## src/rtl/music_pkg.sv

```systemverilog
// Shared widths, mixer state encoding and sample saturation for the voice scheduler.
package music_pkg;
    localparam int NOTE_W   = 6;
    localparam int DUR_W    = 6;
    localparam int SAMPLE_W = 16;
    localparam int ACC_W    = 19;

    localparam logic signed [SAMPLE_W-1:0] SAMPLE_MAX = 16'sh7FFF;
    localparam logic signed [SAMPLE_W-1:0] SAMPLE_MIN = 16'sh8000;
    localparam logic signed [ACC_W-1:0]    ACC_MAX    = 19'sd32767;
    localparam logic signed [ACC_W-1:0]    ACC_MIN    = -19'sd32768;

    typedef enum logic [1:0] {IDLE, WAIT, SUM, OUT} mix_state_e;

    function automatic logic signed [SAMPLE_W-1:0] saturate(input logic signed [ACC_W-1:0] acc);
        if (acc > ACC_MAX)      return SAMPLE_MAX;
        else if (acc < ACC_MIN) return SAMPLE_MIN;
        else                    return acc[SAMPLE_W-1:0];
    endfunction
endpackage

```

## src/rtl/sample_mixer.sv

```systemverilog
// Per-sample collection FSM: waits for the active voices' samples (or a timeout),
// then emits one saturated sum.
module sample_mixer
    import music_pkg::*;
#(
    parameter int NUM_VOICES = 3,
    parameter int TIMEOUT    = 255
) (
    input  logic                            clk,
    input  logic                            reset,
    input  logic                            generate_next_sample,
    input  logic [NUM_VOICES-1:0]           voice_active,
    input  logic [SAMPLE_W*NUM_VOICES-1:0]  voice_samples,
    input  logic [NUM_VOICES-1:0]           voice_sample_ready,
    output logic signed [SAMPLE_W-1:0]      sample_out,
    output logic                            new_sample_ready
);
    localparam int CNT_W = $clog2(TIMEOUT + 1);

    mix_state_e                           state_q, state_d;
    logic [NUM_VOICES-1:0]                need_q, need_d;
    logic [NUM_VOICES-1:0]                got_q, got_d;
    logic [NUM_VOICES-1:0][SAMPLE_W-1:0]  latch_q, latch_d;
    logic [CNT_W-1:0]                     cnt_q, cnt_d;
    logic signed [SAMPLE_W-1:0]           sample_q, sample_d;
    logic                                 nsr_q, nsr_d;
    logic signed [ACC_W-1:0]              acc;

    // Missing voices were never marked in got_q, so they drop out of the sum.
    always_comb begin
        acc = '0;
        for (int i = 0; i < NUM_VOICES; i++) begin
            if (need_q[i] && got_q[i]) acc = acc + ACC_W'(signed'(latch_q[i]));
        end
    end

    always_comb begin
        state_d  = state_q;
        need_d   = need_q;
        got_d    = got_q;
        latch_d  = latch_q;
        cnt_d    = cnt_q;
        sample_d = sample_q;
        nsr_d    = 1'b0;
        case (state_q)
            IDLE: begin
                if (generate_next_sample) begin
                    need_d  = voice_active;
                    got_d   = '0;
                    cnt_d   = '0;
                    state_d = WAIT;
                end
            end
            WAIT: begin
                got_d = got_q | voice_sample_ready;
                for (int i = 0; i < NUM_VOICES; i++) begin
                    if (voice_sample_ready[i]) latch_d[i] = voice_samples[SAMPLE_W*i +: SAMPLE_W];
                end
                if (((got_d & need_q) == need_q) || (cnt_q == CNT_W'(TIMEOUT))) state_d = SUM;
                else cnt_d = cnt_q + 1'b1;
            end
            // Result is registered here so it is already valid during OUT.
            SUM: begin
                sample_d = saturate(acc);
                nsr_d    = 1'b1;
                state_d  = OUT;
            end
            OUT:     state_d = IDLE;
            default: state_d = IDLE;
        endcase
    end

    always_ff @(posedge clk or posedge reset) begin
        if (reset) begin
            state_q  <= IDLE;
            need_q   <= '0;
            got_q    <= '0;
            latch_q  <= '0;
            cnt_q    <= '0;
            sample_q <= '0;
            nsr_q    <= 1'b0;
        end else begin
            state_q  <= state_d;
            need_q   <= need_d;
            got_q    <= got_d;
            latch_q  <= latch_d;
            cnt_q    <= cnt_d;
            sample_q <= sample_d;
            nsr_q    <= nsr_d;
        end
    end

    assign sample_out       = sample_q;
    assign new_sample_ready = nsr_q;
endmodule

```

## src/rtl/voice_scheduler.sv

```systemverilog
// Voice allocation with stealing, per-voice beat countdown, and the sample mixer.
module voice_scheduler
    import music_pkg::*;
#(
    parameter int NUM_VOICES = 3,
    parameter int TIMEOUT    = 255
) (
    input  logic                            clk,
    input  logic                            reset,
    input  logic                            play,
    input  logic                            beat,
    input  logic                            load_new_note,
    input  logic [NOTE_W-1:0]               note,
    input  logic [DUR_W-1:0]                duration,
    input  logic                            generate_next_sample,
    input  logic [SAMPLE_W*NUM_VOICES-1:0]  voice_samples,
    input  logic [NUM_VOICES-1:0]           voice_sample_ready,
    output logic [NUM_VOICES-1:0]           voice_load,
    output logic [NOTE_W-1:0]               voice_note,
    output logic [DUR_W-1:0]                voice_duration,
    output logic [NUM_VOICES-1:0]           voice_active,
    output logic signed [SAMPLE_W-1:0]      sample_out,
    output logic                            new_sample_ready
);
    localparam int IDX_W = $clog2(NUM_VOICES);

    logic [NUM_VOICES-1:0][DUR_W-1:0] remaining_q, remaining_d;
    logic [NUM_VOICES-1:0]            voice_load_q, voice_load_d;
    logic [NOTE_W-1:0]                voice_note_q, voice_note_d;
    logic [DUR_W-1:0]                 voice_duration_q, voice_duration_d;
    logic [NUM_VOICES-1:0]            active;
    logic [NUM_VOICES-1:0]            sel_oh;
    logic [IDX_W-1:0]                 free_idx, steal_idx, sel_idx;
    logic [DUR_W-1:0]                 min_rem;
    logic                             any_free;
    logic                             load_ok;

    // A voice is active exactly while it has beats left.
    always_comb begin
        for (int i = 0; i < NUM_VOICES; i++) active[i] = (remaining_q[i] != '0);
    end

    assign load_ok = load_new_note && (note != '0) && (duration != '0);

    // Strict '<' keeps the lowest index on ties.
    always_comb begin
        any_free  = 1'b0;
        free_idx  = '0;
        steal_idx = '0;
        min_rem   = remaining_q[0];
        for (int i = NUM_VOICES - 1; i >= 0; i--) begin
            if (!active[i]) begin
                any_free = 1'b1;
                free_idx = IDX_W'(i);
            end
        end
        for (int i = 1; i < NUM_VOICES; i++) begin
            if (remaining_q[i] < min_rem) begin
                min_rem   = remaining_q[i];
                steal_idx = IDX_W'(i);
            end
        end
    end

    assign sel_idx = any_free ? free_idx : steal_idx;

    always_comb begin
        for (int i = 0; i < NUM_VOICES; i++) sel_oh[i] = load_ok && (sel_idx == IDX_W'(i));
    end

    // The freshly loaded voice takes the new duration and skips this cycle's beat.
    always_comb begin
        remaining_d      = remaining_q;
        voice_load_d     = sel_oh;
        voice_note_d     = voice_note_q;
        voice_duration_d = voice_duration_q;
        if (load_ok) begin
            voice_note_d     = note;
            voice_duration_d = duration;
        end
        for (int i = 0; i < NUM_VOICES; i++) begin
            if (sel_oh[i])                      remaining_d[i] = duration;
            else if (beat && play && active[i]) remaining_d[i] = remaining_q[i] - 1'b1;
        end
    end

    always_ff @(posedge clk or posedge reset) begin
        if (reset) begin
            remaining_q      <= '0;
            voice_load_q     <= '0;
            voice_note_q     <= '0;
            voice_duration_q <= '0;
        end else begin
            remaining_q      <= remaining_d;
            voice_load_q     <= voice_load_d;
            voice_note_q     <= voice_note_d;
            voice_duration_q <= voice_duration_d;
        end
    end

    sample_mixer #(
        .NUM_VOICES (NUM_VOICES),
        .TIMEOUT    (TIMEOUT)
    ) u_mixer (
        .clk                  (clk),
        .reset                (reset),
        .generate_next_sample (generate_next_sample),
        .voice_active         (active),
        .voice_samples        (voice_samples),
        .voice_sample_ready   (voice_sample_ready),
        .sample_out           (sample_out),
        .new_sample_ready     (new_sample_ready)
    );

    assign voice_load     = voice_load_q;
    assign voice_note     = voice_note_q;
    assign voice_duration = voice_duration_q;
    assign voice_active   = active;
endmodule

```

## config.mk

```make
export PLATFORM = sky130hd
export DESIGN_NAME = voice_scheduler
export DESIGN_NICKNAME = d
export VERILOG_FILES = /design/src/rtl/music_pkg.sv /design/src/rtl/sample_mixer.sv /design/src/rtl/voice_scheduler.sv
export SDC_FILE = /design/constraint.sdc
export NUM_CORES = 1
export LEC_CHECK = 0
export CORE_MARGIN = 1
export CORE_UTILIZATION = 40
export DETAILED_ROUTE_END_ITERATION = 16
export SKIP_CTS_REPAIR_TIMING = 1
export SYNTH_ARGS = -nofsm -noshare
export SYNTH_HDL_FRONTEND = slang
export SYNTH_SLANG_ARGS = --single-unit
```

## constraint.sdc

```tcl
create_clock -name clk -period 7.2 [get_ports clk]
set_input_delay 1.08 -clock clk [delete_from_list [all_inputs] [get_ports clk]]
set_output_delay 1.08 -clock clk [all_outputs]
set_load 0.01 [all_outputs]
```

======== Word-level counts from Yosys, hierarchy flattened ========
Cells that the tools add are included.
storage, ports and cells
  register bits ........................... 114
  latch bits .............................. 0
  memory bits (writable) .................. 0
  ROM bits ................................ 0
  bits of input ports ..................... 69
  output and inout bits ................... 35
  word-level logic and storage cells ...... 98
  memories ................................ 0
operators by class
  add/sub/neg operators ................... 6
  multipliers ............................. 0
  div/mod/pow operators ................... 0
  order comparisons ....................... 4
  eq/ne operators ......................... 10
  shift-type cells ........................ 0
  mux-type cells .......................... 30
  bitwise operators ....................... 2
  reductions and logical operators ........ 31
operators with widths
  cell                  count
  $mux 19               3
  $mux 6                7
  $add 19x16->19        2
  $mux 16               2
  $reduce_bool 6->1     5
  $gt 19x16->1 const B  1
  $lt 19x16->1 const B  1
  $sub 6x1->6 const B   3
  $mux 8                2
  $pmux 8 s2            1
  $mux 2                7
  $logic_and 1x1->1     12
  $lt 6x6->1            2
  $reduce_and 2->1      6
  $add 8x1->8 const B   1
  $eq 8x8->1 const B    1
  $pmux 2 s4            1
  $reduce_bool 2->1     4
  $eq 2x2->1 const B    3
  $pmux 3 s2            1
  $mux 1                5
  $eq 2x1->1 const B    2
  $logic_not 2->1       2
  $ne 2x2->1 const B    2
  other kinds (7)       7

======== Depth between registers and ports, before layout ========
Gate-level depths: netlist (run 1).
  depth after elaboration ................. 9
  gate-level depth with buffers ........... 26
  gate-level depth less buffers ........... 23

======== Cells and area by module ========
Synthesis (run 1) repeated with hierarchy kept, for this count alone.
unflattened totals
  cell total of the unflattened synthesis .. 768
  area, all modules ....................... 7588.5 um^2
by module, submodules not included
  module           instances  cells an instance  area an instance (um^2)  sequential area each (um^2)
  sample_mixer     1          568                5522.8                   2026.9
  voice_scheduler  1          200                2065.7                   825.8

======== Least setup slack after synthesis (run 1) ========
No wires, ideal clock.
  path kind ............................... register to register
  start point ............................. reg u_mixer.need_q[0]
  end point ............................... reg u_mixer.sample_q[1] (netlist: u_mixer.sample_out[1])
  library setup time ...................... 0.143 ns
  arrival time ............................ 4.945 ns
  required time ........................... 7.057 ns
  slack ................................... 2.112 ns
  cell stages (with the launch flop) ...... 26
  buffers on the path ..................... 3
  period minus slack after synthesis ...... 5.088 ns
  path through ............................ dfrtp_1 buf_2 and2_1 buf_2 nand2_1 inv_1 ha_1 fa_1 a211oi_2 nor2_1 o41ai_2 o211ai_2 a21oi_1 xnor2_1 mux2_2 ha_1 a21oi_1 nand2_1 o21ai_1 nand4_1 and3_1 or3_4 xor2_2 a32oi_2 buf_6 o221ai_2
between the ends
  word-level cells in the longest chain between the ends .. 9
  elaborated cells between the ends (all ways) .. 10
  those cells by class .................... add/sub (2); order compare (2); mux (5); reduce/logical (1)
ends and longest elaborated chain
  element                   line                RTL
  start: declaration        sample_mixer.sv:21  logic [NUM_VOICES-1:0] need_q, need_d;
  start signal: assignment  sample_mixer.sv:84  need_q <= need_d;
  $logic_and 1x1->1 *       sample_mixer.sv:33  if (need_q[i] && got_q[i]) acc = acc + ACC_W'(signed'(latch_q[i]));
  $mux 19 *                 sample_mixer.sv:33
  $add 19x16->19            sample_mixer.sv:33
  $mux 19 *                 sample_mixer.sv:33
  $add 19x16->19            sample_mixer.sv:33
  $mux 19 *                 sample_mixer.sv:33
  $lt 19x16->1              music_pkg.sv:17     else if (acc < ACC_MIN) return SAMPLE_MIN;
  $mux 16                   music_pkg.sv:17
  $mux 16 *                 music_pkg.sv:16     if (acc > ACC_MAX) return SAMPLE_MAX;
  end signal: assignment    sample_mixer.sv:88  sample_q <= sample_d;
  end: declaration          sample_mixer.sv:25  logic signed [SAMPLE_W-1:0] sample_q, sample_d;
Every way passes the cells marked *; elsewhere a longest branch is shown, timed or not.
A chain may end at the register's enable or synchronous reset.

======== Final worst setup path (run 1) ========
  start point ............................. reg u_mixer.got_q[0]
  end point ............................... reg u_mixer.sample_q[11] (netlist: u_mixer.sample_out[11])
between the ends
  word-level cells in the longest chain between the ends .. 9
  elaborated cells between the ends (all ways) .. 10
  those cells by class .................... add/sub (2); order compare (2); mux (5); reduce/logical (1)
ends and longest elaborated chain
  element                   line                RTL
  start: declaration        sample_mixer.sv:22  logic [NUM_VOICES-1:0] got_q, got_d;
  start signal: assignment  sample_mixer.sv:85  got_q <= got_d;
  $logic_and 1x1->1 *       sample_mixer.sv:33
  $mux 19 *                 sample_mixer.sv:33
  $add 19x16->19            sample_mixer.sv:33
  $mux 19 *                 sample_mixer.sv:33
  $add 19x16->19            sample_mixer.sv:33
  $mux 19 *                 sample_mixer.sv:33
  $lt 19x16->1              music_pkg.sv:17
  $mux 16                   music_pkg.sv:17
  $mux 16 *                 music_pkg.sv:16
Marks and branches as above.

==> qor.txt, run 1 <==
Top-area cell type share of the netlist area: 37.7%
Commonest cells in the netlist: dfrtp_1 (114), nand2_1 (96), mux2_2 (56)
Largest net degree at the start of global routing: 70
CP bufs+invs: 1
Setup crit start kind: register
P_int: 3030 uW
Outcome: finished clean
Top cell type by total area after synthesis: dfrtp_1
EDFF count, synth: 0
Synth Instances: 780
Port Buffers: 103
Cell family with most CP delay: compound AO/OA/AOI/OAI gates
Leakage: 0.00419 uW
Core Region: 0.0183 mm^2
CTS sink cnt: 114
Clock Pin Slew Worst Setup and Hold Paths: 0.05 ns
I/O pins: 104
Grt met2 use: 31.2%
Final setup vio count: 0
CP cell instances: and2_1, nand2_1, inv_1, ha_1, fa_1, a211oi_2, nor2_1, o41ai_2, o211ai_2, a21oi_1, xnor2_1, mux2_2, ha_1, a21oi_1, nand2_1, o21ai_1, nand4_1, and3_1, or3_4, xor2_2, a32oi_2, o221ai_1
Seq cells post-synth: 114
Placer Congestion: 0.833
Pre-CTS WS: 1.27 ns
Crit-path max cell delay: 0.82 ns
DRC: 0
Sequential area share after synthesis: 37.7%
Switching Fraction: 43.8%
Synthesized area: 0.00757 mm^2
Max Clk Rate: 170 MHz
GRT Max-Usage Layer: met2
Hold slack: 0.482 ns
Avg Synthesized Cell Area: 9.71 um^2
Critical Path End Type: register
Post-synthesis async set-or-reset flop share: 100%
Vias: 5937
Least-Margin Pin Slew: 1.11 ns
Synthesized Nets: 901
Die Y: 140 um
Worst Hold Class: reg2reg
Net load switching power: 2370 uW
Relative slew margins: 26.2%
Clk pwr share: 16.0%
Logic gate share of total power: 61.9%
VDD IR max: 0.214 mV
CTS tree: built
Crit Path Class: reg2reg
Met3 usage: 4.96%
Number of DRC markers in iteration 0: 324
Initial antenna violation count: 0
Setup WS post-layout: 1.31 ns
Count leader, synth: dfrtp_1
Pwr dens: 575 mW/mm^2
Core Rows: 49
Layout Nets: 999
Ys flop type: dfrtp_1
Final HPWL DP: 13800 um
Clk_lat worst skew: 0.42 ns
Horiz. Die Dim: 140 um
CP max FO: 15
RSZ-0062 raised after global routing: false
Total Power: 5400 uW
CP required: 7.44 ns
Slew Viols, Final: 0
Layout cell share with drive strength beyond 1: 14.6%
First-pass GRT wire length: 30000 um
Synth area leaders: dfrtp_1 (38%), mux2_2 (8.3%), ha_1 (8.3%)
Htree depth: 4
Wire per inst: 16.2 um
Max Buffers Root-to-Sink: 2
Synthesis Warnings: 0
Initial DRT Pass Iterations: 5
Inserted Diodes: 0
Post-route setup TNS: 0 ns
Reg power frac: 22.0%
Distinct cells, synth: 78
Die area: 0.0195 mm^2
Final hold vios: 0
ANT nets after route: 0
Vias in the first global route: 5799
Vias per inst: 5.31
Area grow syn2layout: 23.9%
Starting Density: 41.5%
Remaining global-route overflow: 0
Max-cap violation count: 0
Clock Tree Root: clkbuf_16
Post-layout min period: 5.89 ns
Cts bufs inserted: 17
Final Cycle Share: 81.8%
DRT Wirelength: 18100 um
Final Util: 51.4%
GR Util met1: 26.5%
Post-Route Skew: 0.0146 ns
Arr. time, crit path: 6.12 ns
CP max stage cell: a32oi_2
Total GRT Usage: 19.6%
-- worst min-delay path: cells and delay by family (launching register included) --
family	cells	cell delay, ns
flip-flops	1	0.35
AND/OR/NAND/NOR	2	0.11
-- worst paths after layout --
| path | startpoint | endpoint | slack, ns | cells after the start |
|---|---|---|---|---|
| worst max register to register | u_mixer.got_q[0] | u_mixer.sample_out[11] | 1.31 | 22 |
| worst max-delay path | u_mixer.got_q[0] | u_mixer.sample_out[11] | 1.31 | 22 |
| worst min register to register | voice_note[2] | voice_note[2] | 0.48 | 2 |
| max in group asynchronous | reset | u_mixer.sample_out[13] | 4.88 | 3 |
| worst min-delay path | voice_note[2] | voice_note[2] | 0.48 | 2 |
| min in group asynchronous | reset | voice_note[2] | 1.20 | 2 |
-- layout by cell type, fill, tap and decap left out, types with 8 or more instances in the layout --
master	instances
a21o_1	16
a21oi_1	51
a31oi_1	8
and2_1	8
and3_1	14
clkbuf_16	17
clkdlybuf4s50_1	103
dfrtp_1	114
ha_1	50
inv_1	45
mux2_1	8
mux2_2	56
mux2i_1	11
nand2_1	96
nand3_1	9
nor2_1	54
nor3_1	16
o21ai_0	37
o221ai_2	10
xnor2_1	24
xor2_1	19
-- registers in the layout, indices dropped and copies added, names as in the netlist --
name and count:
voice_note 6, voice_load 3, u_mixer.latch_q 48, voice_duration 6, u_mixer.cnt_q 8, u_mixer.sample_out 16
remaining_q 18, u_mixer.new_sample_ready 1, u_mixer.got_q 3, u_mixer.state_q 2, u_mixer.need_q 3
-- stage by stage --
stage	cell area (um^2)	instances
floorplan	7570	780
global placement	8780	1088
detailed placement	8780	1088
CTS	9390	1119
global route	9390	1119
finish	9390	1119
-- area by class of cell --
cell class | count | area, um^2
Sequential cell | 114 | 2850
Fill cell | 1708 | 8880
Timing Repair Buffer | 105 | 1050
Multi-Input combinational cell | 593 | 4410
Clock inverter | 7 | 97.6
Inverter | 47 | 179
Tap cell | 229 | 287
Clock buffer | 24 | 512
-- metal layers --
layer | up-vias | routed length [um]
li1 | 2999 | -
met1 | 2805 | 8870
met2 | 121 | 8260
met3 | 12 | 784
met4 | 0 | 226
met5 | - | 0
-- power groups by stage --
stage / clock network [uW] / logic [uW] / registers, uW
after floorplan: 0 / 2670 / 1130
after detailed placement: 0 / 3320 / 1200
after global placement: 0 / 3300 / 1200
after CTS: 885 / 3350 / 1190
after global routing: 915 / 3740 / 1230
final: 866 / 3340 / 1190
-- cell families (layout without fill, tap and decap cells) --
group                    Yosys count  in the layout  share of synthesized area (%)
AND/OR/NAND/NOR                  229            229                           13.9
AO/OA/AOI/OAI                    192            192                           19.2
flip-flops                       114            114                           37.7
multiplexers                      76             76                           11.2
buffers and inverters             73            183                           4.08
adder cells (fa/ha/maj)           52             52                           8.79
XOR/XNOR                          44             44                           5.19
Note: power is estimated with default switching activity, not from simulation.
==> inputs of run 2 (changes only) <==
- clock period: 7.2 -> 5.2 ns (I/O delays scaled with it)
==> run 2 against run 1 <==
Clock power is 36% higher. Total power is 45% higher. Sequential power is 38% higher. Combinational power is 49% higher. Sequential cell count stayed put. Clock skew is 0.0040 ns lower. Sequential share of layout area is 0.79 points lower. Critical path type unchanged. Critical endpoint is now u_mixer.sample_out[9].
==> qor.txt, run 2 (synthesis gave the netlist of run 1 again) <==
Max FFs per register: 48 (unchanged)
Cells on worst reg2reg path: 23 (+4.5%)
Largest net degree at the start of global routing: 45 (-36%)
Outcome: finished clean
Layout cell share with drive strength beyond 1: 17.6% (+3.0 points)
Setup WS post-layout: 0.213 ns (-1.10 ns)
Die area: 0.0195 mm^2 (unchanged)
Slew Viols, Final: 0 (unchanged)
Final instance area: 0.00964 mm^2 (+2.7%)
DR top layer: met4
Number of DRC markers in iteration 0: 257 (-21%)
Initial DRT Pass Iterations: 4 (-1)
Relative slew margins: 22.2% (-4.0 points)
Starting Density: 41.5% (unchanged)
Crit path capture: u_mixer.sample_out[9]
Max-cap violation count: 0 (unchanged)
Sequential Area: 0.00285 mm^2 (unchanged)
Arr. time, crit path: 5.24 ns (-0.88 ns)
CTS sink cnt: 114 (unchanged)
Max Clk Rate: 201 MHz (+18%)
Final setup vio count: 0 (unchanged)
Worst Hold Class: reg2reg
Pwr dens: 811 mW/mm^2 (+41%)
VDD IR max: 0.350 mV (+64%)
DRC: 0 (unchanged)
Core Rows: 49 (unchanged)
Commonest non-fill, non-tap cell in the layout: dfrtp_1
Reg with most FFs: u_mixer.latch_q
Wire per inst: 16.3 um (+0.41%)
Clock Pin Slew Worst Setup and Hold Paths: 0.06 ns (about the same)
CP max FO: 7 (-8)
Final HPWL DP: 14100 um (+1.9%)
Critical Path End Type: register
First-pass GRT wire length: 30200 um (+0.64%)
Reg2reg setup slack: 0.21 ns (-1.10 ns)
Final Util: 52.7% (+1.4 points)
Htree depth: 4 (unchanged)
Port Buffers: 103 (unchanged)
Post-Route Skew: 0.0106 ns (-0.00404 ns)
R2R Path Start: u_mixer.need_q[0]
M1 wire length: 8830 um (-0.45%)
DRT Wirelength: 18400 um (+1.4%)
Clk_lat worst skew: 0.42 ns (about the same)
CP required: 5.46 ns (-1.98 ns)
Commonest non-fill, non-tap cells in the layout: dfrtp_1 (114), clkdlybuf4s50_1 (103), nand2_1 (94), mux2_2 (55), nor2_1 (53)
Least-Margin Pin Slew: 1.17 ns (+0.0598 ns)
Die Y: 140 um (unchanged)
Final hold vios: 0 (unchanged)
Setup crit start kind: register
DR WL met2: 8770 um (+6.2%)
Multi-input logic area: 0.00455 mm^2 (+3.2%)
Horiz. Die Dim: 140 um (unchanged)
Placed Area: 0.00886 mm^2 (+0.97%)
Vias in the first global route: 5860 (+1.1%)
Max Buffers Root-to-Sink: 2 (unchanged)
Fillers: 1717 (+0.53%)
Leakage: 0.00429 uW (+2.2%)
Core Region: 0.0183 mm^2 (unchanged)
Worst r2r dst: u_mixer.sample_out[9]
Crit Path Class: reg2reg
Post-layout min period: 4.99 ns (-0.902 ns)
Initial antenna violation count: 0 (unchanged)
Final Cycle Share: 95.9% (+14 points)
Cts bufs inserted: 17 (unchanged)
Remaining global-route overflow: 0 (unchanged)
Area grow syn2layout: 27.2%
Total GRT Usage: 19.7% (+0.12 points)
CTS tree: built
I/O pins: 104 (unchanged)
Pre-CTS WS: 0.00432 ns (-1.26 ns)
Clock Tree Root: clkbuf_16
Vias per inst: 5.30 (-0.17%)
Layout Nets: 1009 (+1.0%)
Worst Setup SP: u_mixer.need_q[0]
Hold slack: 0.477 ns (-0.00555 ns)
Placer Congestion: 0.880 (+5.7%)
ANT nets after route: 0 (unchanged)
Inserted Diodes: 0 (unchanged)
Vias: 5985 (+0.81%)
Metal3 WL: 670 um (-15%)
## run 2: layout make-up
type | instances | area share [%]
Multi-Input combinational cell | 593 | 47.2
Sequential cell | 114 | 29.6
Timing Repair Buffer | 115 | 12.1
Clock buffer | 17 | 4.42
Tap cell | 229 | 2.97
Inverter | 47 | 1.86
Clock inverter | 15 | 1.83
## run 2: where the power goes
part | internal [uW] | leakage, uW | switching [uW]
combinational | 2340 | 0.00263 | 2650
sequential | 1290 | 0.00137 | 344
clock | 720 | 0.000294 | 461
total | 4350 | 0.00429 | 3460
## run 2: worst min path at each step
stage	startpoint	endpoint	slack, ns	depth (start not counted)
floorplan	u_mixer.latch_q[10]	u_mixer.latch_q[10]	0.47	1
global placement	voice_note[5]	voice_note[5]	0.46	2
detailed placement	voice_note[4]	voice_note[4]	0.46	2
CTS	voice_duration[0]	voice_duration[0]	0.48	2
global route	voice_note[3]	voice_note[3]	0.51	2
finish	voice_duration[0]	voice_duration[0]	0.48	2
## run 2: layer usage
metal	up-vias	track usage, %
met5	-	0
met1	2851	26.4
li1	3027	-
met4	0	5.15
met3	7	4.75
met2	100	31.7
## run 2: metrics by stage
stage | power [uW] | instances | setup TNS [ns]
after global routing | 8470 | 1130 | -0.295
after CTS | 7580 | 1128 | -0.0814
after floorplan | 5260 | 780 | 0
final | 7810 | 1130 | 0
after global placement | 6340 | 1096 | 0
after detailed placement | 6360 | 1096 | 0
## run 2: worst max-delay path, stage by stage, from the launching register on
cell and delay [ns]:
dfrtp_1 0.38, and2_4 0.18, nand2_4 0.06, inv_2 0.04, ha_4 0.16, fa_2 0.39, a211oi_2 0.29, nor2_2 0.09
o41ai_4 0.41, o211ai_2 0.20, a21oi_2 0.17, xnor2_1 0.08, mux2_4 0.28, ha_4 0.27, a21oi_4 0.16, nand2_2 0.06
o21ai_2 0.17, nand4_1 0.13, and3_1 0.20, or3_4 0.36, xor2_4 0.17, a32oi_4 0.26, clkbuf_16 0.23, o221ai_2 0.09
==> inputs of run 3 (changes only) <==
- ABC_AREA: not set -> 1
- CORE_MARGIN: 1 -> 2
==> run 3 against run 2 <==
Clock-buffer cell count up 1. Critical path type unchanged. Hold slack improved by 0.0097 ns. Worst setup slack better by 0.20 ns. Die area increased by 4.3%.
==> qor.txt, run 3 <==
CTS sink cnt: 114 (unchanged)
Sequential area share after synthesis: 37.2% (-0.51 points)
Final setup vio count: 0 (unchanged)
Post-synthesis async set-or-reset flop share: 100% (unchanged)
Min-delay src: voice_duration[1]
Die Y: 143 um (+2.1%)
Commonest cells in the netlist: nand2_1 (216), inv_1 (120), dfrtp_1 (114)
Switching Fraction: 45.9% (+1.6 points)
DRT Wirelength: 19400 um (+5.3%)
Core Rows: 50 (+2.0%)
Post-layout min period: 4.79 ns (-0.201 ns)
Reg2reg setup slack: 0.41 ns (+0.20 ns)
Top-area cell type share of the netlist area: 37.2% (-0.51 points)
Max-cap violation count: 0 (unchanged)
WHS Endpoint: voice_duration[1]
Max Clk Rate: 209 MHz (+4.2%)
ANT nets after route: 0 (unchanged)
Cell mode on critical path: nand2_1
Top cell type by total area after synthesis: dfrtp_1
Area grow syn2layout: 24.8%
Final instance area: 0.00958 mm^2 (-0.60%)
Cells on worst reg2reg path: 24 (+4.3%)
Clk pwr share: 19.0% (+3.9 points)
Initial DRT Pass Iterations: 5 (+1)
Vias: 6736 (+13%)
Setup crit start kind: register
Initial antenna violation count: 0 (unchanged)
Least-Margin Pin Slew: 0.938 ns (-0.230 ns)
Total GRT Usage: 20.2% (+0.51 points)
Starting Density: 40.9% (-0.55 points)
Final HPWL DP: 15000 um (+6.3%)
Reg with most FFs: u_mixer.latch_q
Hold path depth: 2 (unchanged)
Distinct cells, synth: 41 (-47%)
Vias per inst: 4.98 (-6.0%)
Pwr dens: 702 mW/mm^2 (-13%)
Htree depth: 4 (unchanged)
Leakage: 0.00465 uW (+8.4%)
Clock Pin Slew Worst Setup and Hold Paths: 0.06 ns (about the same)
CP required: 5.48 ns (+0.02 ns)
Arr. time, crit path: 5.07 ns (-0.17 ns)
Synthesized area: 0.00768 mm^2 (+1.4%)
Layout cell share with drive strength beyond 1: 10.5% (-7.2 points)
Critical Path End Type: register
Worst Hold Class: reg2reg
Largest net degree at the start of global routing: 42 (-6.7%)
Port Buffers: 103 (unchanged)
Clock Tree Root: clkbuf_16
Final hold vios: 0 (unchanged)
RSZ-0062 raised after global routing: false
Crit-path max cell delay: 0.46 ns (+0.05 ns)
Synth area leaders: dfrtp_1 (37%), nand2_1 (11%), ha_1 (8.1%)
Commonest non-fill, non-tap cells in the layout: nand2_1 (216), inv_1 (119), dfrtp_1 (114), nor2_1 (112), clkdlybuf4s50_1 (103)
VDD IR max: 0.303 mV (-14%)
Placed Area: 0.00893 mm^2 (+0.83%)
CTS tree: built
Hold slack: 0.487 ns (+0.00972 ns)
Seq cells post-synth: 114 (unchanged)
Remaining global-route overflow: 0 (unchanged)
Crit Path Class: reg2reg
Number of DRC markers in iteration 0: 463 (+80%)
CP max stage cell: fa_1
First-pass GRT wire length: 32600 um (+8.0%)
I/O pins: 104 (unchanged)
Wire per inst: 14.3 um (-12%)
P_int: 3640 uW (-16%)
Placer Congestion: 0.892 (+1.4%)
Outcome: finished clean
Reg power frac: 23.2% (+2.2 points)
Relative slew margins: 37.3% (+15 points)
Count leader, synth: nand2_1
Horiz. Die Dim: 143 um (+2.1%)
Max FFs per register: 48 (unchanged)
DRC: 0 (unchanged)
Die area: 0.0203 mm^2 (+4.3%)
Core Region: 0.0188 mm^2 (+2.7%)
Synthesized Nets: 1121 (+24%)
CP cell instances: nand2_1, nor2_1, ha_1, fa_1, nand2_1, nand3_1, nand2_1, nand2_2, a21oi_1, xor2_1, a21boi_0, ha_1, nand2_1, inv_1, a21boi_0, nor2_1, nor3_1, nand2_1, nand2_1, nand3_1, xor2_1, nand2_2, nand2_1, a21oi_1
Layout Nets: 1226 (+22%)
Cts bufs inserted: 17 (unchanged)
Synth Instances: 1000 (+28%)
Avg Synthesized Cell Area: 7.68 um^2 (-21%)
Commonest non-fill, non-tap cell in the layout: nand2_1
Post-route setup TNS: 0 ns (unchanged)
Vias in the first global route: 6552 (+12%)
Max Buffers Root-to-Sink: 2 (unchanged)
Final Cycle Share: 92.0% (-3.9 points)
R2R Path Start: u_mixer.got_q[0]
Worst r2r dst: u_mixer.sample_out[11]
Synthesis Warnings: 0 (unchanged)
Ys flop type: dfrtp_1
Post-Route Skew: 0.0159 ns (+0.00530 ns)
Logic gate share of total power: 57.8% (-6.1 points)
CP max FO: 15 (+8)
Slew Viols, Final: 0 (unchanged)
Clk_lat worst skew: 0.43 ns (about the same)
Net load switching power: 3080 uW (-11%)
EDFF count, synth: 0 (unchanged)
==> run 3: cell count changes in the layout (fill, tap and decap cells not counted), sizes merged, moves of 9 or more <==
| cell | previous run | this run |
|---|---|---|
| a21o | 17 | 3 |
| nor2 | 54 | 114 |
| o221ai | 13 | 0 |
| xnor2 | 24 | 11 |
| mux2 | 65 | 32 |
| inv | 52 | 121 |
| a21oi | 53 | 68 |
| mux2i | 11 | 2 |
| nand3 | 10 | 63 |
| o21ai | 44 | 70 |
| nand2 | 96 | 242 |
| and3 | 14 | 0 |
==> run 3: routing by layer <==
layer | vias to the layer above | wire length (um) | track usage (%)
li1 | 3496 | - | -
met1 | 3077 | 9890 | 29.0
met2 | 150 | 8280 | 30.6
met3 | 13 | 992 | 4.81
met4 | 0 | 190 | 5.05
met5 | - | 0 | 0
==> run 3: through the flow <==
step	power [uW]	worst slack [ns]	utilization, %	std cells
after floorplan	4510	0.810	-	1000
after global placement	5410	0.689	47.6	1320
after detailed placement	5440	0.540	47.6	1320
after CTS	6750	0.510	51.0	1352
after global routing	7400	0.0385	51.0	1352
final	6720	0.415	51.0	1353
==> run 3: critical path, delay by kind of cell, from the launching register on <==
family	cells	cell delay, ns
flip-flops	1	0.45
AND/OR/NAND/NOR	14	1.86
adder cells (fa/ha/maj)	3	1.07
AO/OA/AOI/OAI	4	0.87
XOR/XNOR	2	0.32
buffers and inverters	1	0.06
==> run 3: worst max path at each step <==
stage                     startpoint                endpoint
floorplan           u_mixer.got_q[0]   u_mixer.sample_out[0]
global placement    u_mixer.got_q[0]  u_mixer.sample_out[14]
detailed placement  u_mixer.got_q[0]  u_mixer.sample_out[14]
CTS                 u_mixer.got_q[0]  u_mixer.sample_out[14]
global route        u_mixer.got_q[0]  u_mixer.sample_out[14]
finish              u_mixer.got_q[0]  u_mixer.sample_out[11]
==> run 3: cells by family after synthesis <==
group	Yosys count	synth area share [%]
compound gates	173	13.0
xor+xnor	30	3.42
simple gates	453	25.4
mux	34	4.95
buf+inv	144	7.40
flops	114	37.2
fa+ha+maj	52	8.67
==> run 3: power groups by stage <==
stage / registers [uW] / logic (uW) / clock network, uW
5_1_grt: 1610 / 4440 / 1350
4_1_cts: 1560 / 3890 / 1300
3_3_place_gp: 1570 / 3840 / 0
2_1_floorplan: 1530 / 2980 / 0
6_report: 1560 / 3880 / 1280
3_5_place_dp: 1570 / 3870 / 0
==> run 3: layout make-up <==
cell class / instances / area (um^2)
timing repair buffer: 109 / 1080
multi-input combinational: 742 / 4260
antenna: 1 / 2.50
fill: 1813 / 9190
clock buffer: 18 / 429
tap: 234 / 293
inverter: 121 / 457
sequential: 114 / 2850
clock inverter: 14 / 211
